==> src/rtl/lfsr_sat_counter.sv <==
// Saturating up-counter with synchronous clear; clear wins over a same-cycle increment.
module lfsr_sat_counter #(
  parameter int unsigned WIDTH = 16
) (
  input  logic             clk_i,
  input  logic             reset_i,
  input  logic             inc_i,
  input  logic             clr_i,
  output logic [WIDTH-1:0] count_o
);

  always_ff @(posedge clk_i or posedge reset_i) begin
    if (reset_i) begin
      count_o <= '0;
    end else if (clr_i) begin
      count_o <= '0;
    end else if (inc_i && (count_o != '1)) begin
      count_o <= count_o + WIDTH'(1);
    end
  end

endmodule

==> config.mk <==
export PLATFORM = sky130hd
export DESIGN_NAME = lfsr_sat_counter
export DESIGN_NICKNAME = d
export VERILOG_FILES = /design/src/rtl/lfsr_sat_counter.sv
export SDC_FILE = /design/constraint.sdc
export NUM_CORES = 1
export LEC_CHECK = 0
export ABC_AREA = 1
export BUFFER_PORTS_ARGS = -buffer_cell sky130_fd_sc_hd__buf_2
export CORE_MARGIN = 2
export CORE_UTILIZATION = 49
export CTS_BUF_LIST = sky130_fd_sc_hd__clkbuf_4 sky130_fd_sc_hd__clkbuf_8
export CTS_CLUSTER_DIAMETER = 60
export DETAILED_ROUTE_END_ITERATION = 16
export GPL_ROUTABILITY_DRIVEN = 1
export PLACE_DENSITY_LB_ADDON = 0.1
export SLEW_MARGIN = 30
export SYNTH_ARGS = -nofsm -noshare
export SYNTH_HDL_FRONTEND = slang
export SYNTH_SLANG_ARGS = --single-unit
==> constraint.sdc <==
create_clock -name clk_i -period 1.6 [get_ports clk_i]
set_clock_uncertainty 0.05 [all_clocks]
set_input_delay 0 -clock clk_i [delete_from_list [all_inputs] [get_ports clk_i]]
set_output_delay 0 -clock clk_i [all_outputs]
set_load 0.02 [all_outputs]
==> out/qor.txt, run 1 <==
Status: finished, final reports clean
Critical Path RT: 1.78 ns
Starting Density: 50.4%
Biggest regs: count_o x16
Slew @ Worst Pin: 0.606 ns
Most frequent CP cell: nor2_4
Worst Hold Class: primary input to flip-flop
Largest delay share family, worst path: simple AND/OR/NAND/NOR gates
GRT overflow: 0
DR pass1 iterations: 4
Clk root buf: clkbuf_4
Largest net degree at the start of global routing: 17
Placement Rows: 17
Part of the power in registers: 58.7%
Register area: 404 µm²
Crit path max fanout: 14
Switching Share: 25.7%
Remaining DRCs: 0
Number of global-route vias before repair: 1089
Num Clock Sinks: 16
Top_reg_cell synth: dfrtp_1
Async set-reset flop share out of synthesis: 100%
Vias per cell: 5.12
Max_cap viols: 0
Final Setup Violations: 0
Io pins: 20
Layout area overhead: 30.9%
Multi-input logic area: 623 µm²
Dpl hpwl: 2070 µm
Post-Place Cells: 219
RSZ-0062 raised after global routing: true
Clk_lat worst skew: 0.29 ns
H-tree depth: 1
Die Height: 51.0 µm
Max Fclk: 655 MHz
Vias after detailed routing: 1157
Post-Syn Nets: 164
CTS tree: built
Crit path time final: 1.53 ns
Final non-filler cell total: 226
Max reg flops: 16
Distinct cells, synth: 24
Initial DRC count: 23
Bufs on Longest Clock Path: 2
Internal power: 526 µW
Gr usage total: 24.5%
Clk pwr share: 30.2%
Pwr dens: 499 nW/µm²
Crit start category: flip-flop
Max incr delay on CP: 0.43 ns
CP Buf/Inv Count: 1
Initial antenna violation count: 0
Max IR drop VDD: 0.396 mV
CP endpoint kind: flip-flop
Core Area: 2150 µm²
CP max stage cell: dfrtp_2
Die width: 51.0 µm
Combinational share of power: 11.2%
Worst R2R Setup Slack: 0.07 ns
Global-route wire length before repair: 4740 µm
Pins Over Slew Limit: 0
N_diodes: 0
Clock Pin Slew Worst Setup and Hold Paths: 0.09 ns
Routed Antenna Nets: 0
Largest Register: count_o
Psw: 182 µW
Final period util: 95.4%
CP Class: flip-flop to flip-flop
Max_slew headroom: 59.6%
Synthesized area: 1080 µm²
Seq/Total Area, Yosys: 37.0%
Placer Congestion: 0.798
Hold Fails Final Rpt: 0
Warnings, synthesis: 0
CP cell instances: ha_4 -> nand2_4 -> nor2_8 -> nand2_4 -> nor2_4 -> nor2_4 -> nor2_4 -> buf_12 -> nand2_1 -> nand2_1
Total Nets Final: 205
Pleak: 0.000813 µW
Number of flops mapped to enable cells by yosys: 0
Die area: 2600 µm²
I/O Buffers: 19
Average cell area after synthesis: 6.81 µm²
Share of layout cells above drive strength 1: 27.8%
Sum Neg Setup Slack: 0 ns
Synth Instances: 159
DRT Wirelength: 2730 µm
Num CTS Buffers: 3
Arrival time at the worst endpoint: 1.71 ns
Fillers: 200
DR WL/cell: 12.1 µm
#FFs+latches synth: 16
stage by stage:
stage	power [µW]	hold WS [ns]	util [%]	instance area [µm²]	setup WS [ns]
floorplan	468	-0.136	-	1110	0.00824
finish	708	0.0119	66.0	1420	0.0738
global route	741	0.0131	66.0	1420	-0.0156
detailed placement	492	0.0688	62.1	1330	0.0155
CTS	704	0.0131	64.1	1380	0.0162
global placement	490	0.0531	62.1	1330	0.0662
logic make-up after synthesis:
logic type | count (synthesis) | share of synthesized area [%]
simple gates | 114 | 49.2
fa+ha+maj | 1 | 1.15
compound gates | 3 | 1.38
xor+xnor | 4 | 3.23
flops | 16 | 37.0
buf+inv | 21 | 8.08
power by group through the flow:
stage	Sequential, µW	Clock [µW]	Combinational, µW
final	416	214	79.0
after global routing	416	238	87.1
after CTS	416	216	72.4
after detailed placement	424	0	68.2
after global placement	423	0	66.4
after floorplan	429	0	38.9
worst min-delay path: stages:
cell and delay (ns):
buf_2 0.12, nand4_1 0.08, nand2_1 0.05, inv_1 0.05, nor2_1 0.04
cells in the mapped netlist (2+ instances only):
library cell   n  area share [%]
dfrtp_1       16              37
inv_1         16             5.5
nand2_1       64              22
nand3_1       12             5.5
nand3b_1       2             1.4
nand4_1       11             6.4
nor2_1        16             5.5
nor2_2         2             1.2
nor2_4         3             3.1
xnor2_1        2             1.6
xor2_1         2             1.6
repair_timing:
| item | in CTS | in global routing |
|---|---|---|
| resized for setup | 0 | 5 |
| setup endpoints to repair | 2 | 16 |
| endpoints found under the hold margin | 18 | 0 |
| hold buffers | 2 | 0 |
| pin swaps | 1 | 1 |
| setup buffers | 0 | 2 |
cells in the final DEF (no fill, tap or decap):
master / n
nand4_1: 11
nand2_1: 63
o21ai_0: 1
ha_4: 1
nor2_4: 4
nor2_1: 15
inv_2: 1
nand2_2: 1
nand2_4: 2
o21ai_1: 1
buf_2: 19
nor3_1: 1
nand3_1: 12
a21oi_1: 1
inv_1: 16
buf_12: 1
nor2_8: 1
dlygate4sd3_1: 2
dfrtp_2: 3
buf_4: 16
xnor2_1: 2
nand3b_1: 2
nor2_2: 2
clkbuf_4: 3
buf_6: 1
clkinv_1: 1
dfrtp_1: 13
xor2_1: 2
area by class of cell:
cell class | instances | area share [%]
Inverter | 18 | 4.76
Timing Repair Buffer | 39 | 18.8
Sequential cell | 16 | 28.5
Tap cell | 28 | 2.47
Clock buffer | 3 | 1.59
Multi-Input combinational cell | 122 | 43.9
layer usage:
layer	vias to the layer above	GRT usage (%)	part of all wire, %
met1	543	32.1	47
met5	-	0	0
met4	0	10.8	2.2
met3	7	2.63	2.2
met2	19	40.7	49
li1	588	-	-
path summary, 6_finish.rpt:
path | from | to | depth (start not counted)
max | count_o[1]$_DFFE_PP0P_ | count_o[3]$_DFFE_PP0P_ | 10
min | inc_i | count_o[8]$_DFFE_PP0P_ | 5
max reg2reg | count_o[1]$_DFFE_PP0P_ | count_o[3]$_DFFE_PP0P_ | 10
min reg2reg | count_o[1]$_DFFE_PP0P_ | count_o[1]$_DFFE_PP0P_ | 2
max in group asynchronous | reset_i | count_o[1]$_DFFE_PP0P_ | 3
min in group asynchronous | reset_i | count_o[4]$_DFFE_PP0P_ | 3
(Power assumes the default switching activity.)
==> run 2: changes to the inputs <==
- BUFFER_PORTS_ARGS: -buffer_cell sky130_fd_sc_hd__buf_2 -> default
- CORE_UTILIZATION: 49 -> 50
- DONT_BUFFER_PORTS: default -> 1
==> out/qor.txt, run 2 (synthesis gave the netlist of run 1 again) <==
Arrival time at the worst endpoint: 1.62 ns (-0.09 ns)
Die Height: 50.6 µm (-0.93%)
Max IR drop VDD: 0.510 mV (+29%)
CP Class: flip-flop to flip-flop
WHS: 0.0608 ns (+0.0489 ns)
Final period util: 92.6% (-2.8 points)
Initial antenna violation count: 0 (unchanged)
Worst r2r src: count_o[1]$_DFFE_PP0P_
Global-route wire length before repair: 4620 µm (-2.5%)
Num Clock Sinks: 16 (unchanged)
Crit path max fanout: 7 (-7)
CP Buf/Inv Count: 1 (unchanged)
Min-delay src: clr_i
Switching Share: 25.1% (-0.57 points)
Number of global-route vias before repair: 1020 (-6.3%)
Placement Rows: 16 (-1)
Final WS setup: 0.118 ns (+0.0446 ns)
GRT overflow: 0 (unchanged)
H-tree depth: 1 (unchanged)
Clk pwr share: 33.2% (+3.0 points)
Combinational share of power: 10.7% (-0.5 points)
CP endpoint kind: flip-flop
Crit path time final: 1.48 ns (-0.0446 ns)
Critical Path RT: 1.74 ns (-0.04 ns)
Internal power: 552 µW (+4.9%)
Largest net degree at the start of global routing: 17 (unchanged)
Hold Fails Final Rpt: 0 (unchanged)
Biggest regs: count_o x16
Largest delay share family, worst path: simple AND/OR/NAND/NOR gates
Post-Place Cells: 207 (-5.5%)
DRT Wirelength: 2710 µm (-0.92%)
Largest Register: count_o
Max incr delay on CP: 0.40 ns (-0.03 ns)
DR pass1 iterations: 4 (unchanged)
Final non-filler cell total: 215 (-4.9%)
Dpl ws: 0.0679 ns (+0.0524 ns)
CP max stage cell: dfrtp_2
Clk root buf: clkbuf_4
Final Setup Violations: 0 (unchanged)
Status: finished, final reports clean
Worst Hold Class: primary input to flip-flop
Max Fclk: 675 MHz (+3.0%)
Starting Density: 54.1% (+3.7 points)
Num CTS Buffers: 3 (unchanged)
Clock Pin Slew Worst Setup and Hold Paths: 0.10 ns (about the same)
Dpl hpwl: 2050 µm (-0.89%)
I/O Buffers: 0 (-19)
Most frequent cells in the layout: nand2_1 (64), buf_4 (23), inv_1 (16)
Share of layout cells above drive strength 1: 22.3% (-5.4 points)
Clk_lat worst skew: 0.29 ns (about the same)
RSZ-0062 raised after global routing: false
Core Area: 2000 µm² (-6.8%)
Part of the power in registers: 56.1% (-2.6 points)
Gr usage total: 24.2% (-0.29 points)
Sum Neg Setup Slack: 0 ns (unchanged)
CTS tree: built
Max_cap viols: 0 (unchanged)
Total Nets Final: 194 (-5.4%)
CP cell instances: ha_4 -> nand2_4 -> nor2_8 -> buf_4 -> nand2_1 -> nor2_1 -> nand3_1 -> nand2_1 -> nor2_1
Bufs on Longest Clock Path: 2 (unchanged)
Placer Congestion: 0.837 (+4.9%)
Pwr dens: 531 nW/µm² (+6.4%)
CP Launch Point: count_o[1]$_DFFE_PP0P_
Vias per cell: 5.27 (+2.9%)
Routed Antenna Nets: 0 (unchanged)
Remaining DRCs: 0 (unchanged)
Crit start category: flip-flop
N_diodes: 0 (unchanged)
Max reg flops: 16 (unchanged)
Initial DRC count: 24 (+4.3%)
Max_slew headroom: 58.5% (-1.1 points)
Psw: 185 µW (+1.8%)
Io pins: 20 (unchanged)
Slew @ Worst Pin: 0.622 ns (+0.0170 ns)
Pins Over Slew Limit: 0 (unchanged)
Fillers: 176 (-12%)
Layout area overhead: 28.2%
Commonest non-fill, non-tap cell in the layout: nand2_1
Vias after detailed routing: 1133 (-2.1%)
Pleak: 0.000761 µW (-6.3%)
DR WL/cell: 12.6 µm (+4.2%)
Die width: 50.6 µm (-0.93%)
Die area: 2560 µm² (-1.9%)
[run 2: cell types whose count changed in the layout (fill, tap and decap cells not counted)]
cell           previous run  this run
buf_2                    19         0
dlygate4sd3_1             2         3
dfrtp_2                   3         2
clkbuf_4                  3         4
dfrtp_1                  13        14
buf_4                    16        23
nand2_2                   1         0
nand2_1                  63        64
[run 2: final timing paths]
path                                                end  slack (ns)  cells past startpoint
worst max-delay path            count_o[14]$_DFFE_PP0P_        0.12                      9
worst min register to register   count_o[6]$_DFFE_PP0P_        0.50                      2
min in group asynchronous        count_o[7]$_DFFE_PP0P_        0.17                      2
worst max register to register  count_o[14]$_DFFE_PP0P_        0.12                      9
worst min-delay path             count_o[8]$_DFFE_PP0P_        0.06                      3
max in group asynchronous        count_o[1]$_DFFE_PP0P_        0.90                      2
[run 2: layout make-up]
type                            instances  area (µm²)  area share, %
Clock buffer                            4        30.0           2.16
Inverter                               18        67.6           4.86
Multi-Input combinational cell        122         621           44.7
Sequential cell                        16         403           29.0
Tap cell                               27        33.8           2.43
Timing Repair Buffer                   28         234           16.8
[run 2: tightest hold or removal path, cell delays in order]
cell and delay (ns):
inv_1 0.19, nand2_1 0.14, nor2_1 0.03
[run 2: stage by stage]
stage	power (µW)	instance area [µm²]	util, %
floorplan	468	1110	-
global placement	483	1300	64.8
detailed placement	485	1300	64.8
CTS	733	1360	67.8
global route	780	1390	69.4
finish	738	1390	69.4
[run 2: routing by layer]
| layer | track usage, % | part of all wire [%] | vias to the layer above |
|---|---|---|---|
| li1 | - | - | 566 |
| met5 | 0 | 0 | - |
| met4 | 6.31 | 1.4 | 0 |
| met3 | 4.46 | 5.9 | 6 |
| met1 | 32.7 | 41 | 523 |
| met2 | 39.9 | 51 | 38 |
[run 2: repair_timing]
action | 4_1_cts | 5_1_grt
endpoints found under the setup margin | 0 | 15
hold buffers | 3 | 0
buffers inserted | 0 | 1
gates resized for setup | 0 | 3
endpoints found under the hold margin | 31 | 0
[run 2: power by group through the flow]
stage / logic [µW] / registers (µW) / clock network, µW
floorplan: 38.9 / 429 / 0
detailed placement: 63.2 / 422 / 0
CTS: 70.7 / 414 / 248
global route: 88.7 / 414 / 277
finish: 79.2 / 414 / 245
global placement: 61.4 / 421 / 0
==> run 3: changes to the inputs <==
- CAP_MARGIN: default -> 20
- clock period: 1.6 -> 1.3 ns (I/O delays scaled with it)
==> out/qor.txt, run 3 (synthesis gave the netlist of run 1 again) <==
Status: finished, violations left
Failing checks: hold timing, setup timing
Die area: 2560 µm² (unchanged)
RSZ-0062 raised after global routing: true
CTS tree: built
Clk_lat worst skew: 0.30 ns (about the same)
I/O Buffers: 0 (unchanged)
Hold Fails Final Rpt: 14 (+14)
Multi-input logic area: 689 µm² (+11%)
DR pass1 iterations: 5 (+1)
Crit path max fanout: 8 (+1)
Number of global-route vias before repair: 1216 (+19%)
GRT overflow: 0 (unchanged)
Placement Rows: 16 (unchanged)
Die Height: 50.6 µm (unchanged)
WHS: -0.184 ns (-0.245 ns)
H-tree depth: 1 (unchanged)
Share of layout cells above drive strength 1: 38.7% (+16 points)
Max Fclk: 683 MHz (+1.2%)
Largest net degree at the start of global routing: 17 (unchanged)
DRT Wirelength: 3260 µm (+21%)
Final Setup Violations: 16 (+16)
Fillers: 144 (-18%)
Most frequent cells in the layout: nand2_1 (50), buf_4 (38), inv_1 (16)
Largest Register: count_o
Initial DRC count: 41 (+71%)
Max_cap viols: 0 (unchanged)
Placer Congestion: 0.843 (+0.82%)
Die width: 50.6 µm (unchanged)
CP endpoint kind: flip-flop
Crit path time final: 1.46 ns (-0.0170 ns)
Global-route wire length before repair: 5360 µm (+16%)
Arrival time at the worst endpoint: 1.65 ns (+0.03 ns)
Pwr dens: 591 nW/µm² (+11%)
Critical Path RT: 1.49 ns (-0.25 ns)
Vias after detailed routing: 1226 (+8.2%)
Remaining DRCs: 0 (unchanged)
CP Class: flip-flop to flip-flop
Core Area: 2000 µm² (unchanged)
Slew @ Worst Pin: 0.615 ns (-0.00757 ns)
Bufs on Longest Clock Path: 2 (unchanged)
Layout area overhead: 45.3%
Dpl hpwl: 2350 µm (+15%)
Pleak: 0.000873 µW (+15%)
Final period util: 113% (+20 points)
Max IR drop VDD: 0.514 mV (+0.68%)
Register area: 403 µm² (unchanged)
Worst Hold Class: primary input to flip-flop
Num CTS Buffers: 3 (unchanged)
Pins Over Slew Limit: 0 (unchanged)
Starting Density: 54.1% (unchanged)
Initial antenna violation count: 0 (unchanged)
Biggest regs: count_o x16
Num Clock Sinks: 16 (unchanged)
Gr usage total: 27.8% (+3.6 points)
Commonest non-fill, non-tap cell in the layout: nand2_1
Final WS setup: -0.165 ns (-0.283 ns)
Crit start category: flip-flop
Max_slew headroom: 59.0% (+0.51 points)
Clk root buf: clkbuf_4
Io pins: 20 (unchanged)
DR WL/cell: 14.1 µm (+12%)
Max reg flops: 16 (unchanged)
N_diodes: 0 (unchanged)
Sum Neg Setup Slack: -2.18 ns (-2.18 ns)
Vias per cell: 5.31 (+0.71%)
Clock Pin Slew Worst Setup and Hold Paths: 0.10 ns (about the same)
Total Nets Final: 210 (+8.2%)
Routed Antenna Nets: 0 (unchanged)
[run 3: cell count changes in the layout (fill, tap and decap cells not counted), moves of 3 or more]
| cell | before | now |
|---|---|---|
| nand2_1 | 64 | 50 |
| nand2_2 | 0 | 13 |
| buf_4 | 23 | 38 |
| nor2_4 | 4 | 7 |
| nor2_1 | 15 | 11 |
| buf_6 | 1 | 4 |
[run 3: worst paths after layout]
| check | start | end | slack [ns] | depth (start not counted) |
|---|---|---|---|---|
| max in group asynchronous | reset_i | count_o[1]$_DFFE_PP0P_ | 0.62 | 2 |
| max | count_o[0]$_DFFE_PP0P_ | count_o[15]$_DFFE_PP0P_ | -0.16 | 10 |
| min reg2reg | count_o[10]$_DFFE_PP0P_ | count_o[10]$_DFFE_PP0P_ | 0.57 | 3 |
| max reg2reg | count_o[0]$_DFFE_PP0P_ | count_o[15]$_DFFE_PP0P_ | -0.16 | 10 |
| min | clr_i | count_o[4]$_DFFE_PP0P_ | -0.18 | 3 |
| min in group asynchronous | reset_i | count_o[0]$_DFFE_PP0P_ | 0.16 | 2 |
[run 3: final cells by class]
cell class | instances | area share (%)
multi-input combinational | 122 | 43.8
sequential | 16 | 25.6
timing repair buffer | 44 | 22.3
inverter | 18 | 4.29
tap | 27 | 2.15
clock buffer | 4 | 1.91
[run 3: stage by stage]
stage               util, %  cells  worst slack [ns]  total power [µW]  instance area (µm²)
global placement       69.7    220            -0.146               605                 1400
detailed placement     69.7    220            -0.187               608                 1400
finish                 78.6    231            -0.165               930                 1570
floorplan                 -    159            -0.292               576                 1110
CTS                    74.1    227            -0.148               925                 1480
global route           78.6    231            -0.222               969                 1570
[run 3: where the power goes]
group	switching (µW)	internal, µW	total, µW
registers	6.12	504	510
logic	69.1	42.6	112
clock network	168	140	308
[run 3: repair_timing]
| item | 4_1_cts | 5_1_grt |
|---|---|---|
| endpoints found under the setup margin | 16 | 16 |
| hold buffers | 1 | 1 |
| setup buffers | 2 | 3 |
| gates resized for setup | 10 | 21 |
| pin swaps | 4 | 7 |
| hold endpoints to repair | 31 | 15 |
[run 3: worst max-delay path: stages (launching register included)]
cell	delay [ns]
dfrtp_2	0.40
ha_4	0.15
nand2_4	0.07
nor2_8	0.11
nand2_4	0.07
nor2_4	0.12
nor2_4	0.06
nor2_4	0.11
buf_6	0.15
nand2_1	0.06
nand2_1	0.06
[run 3: layer usage]
layer | part of all wire [%] | track usage [%] | wire length [µm]
met4 | 0.64 | 7.21 | 21
met2 | 53 | 53.5 | 1740
met5 | 0 | 0 | 0
met3 | 4.3 | 4.46 | 140
met1 | 42 | 31.4 | 1360
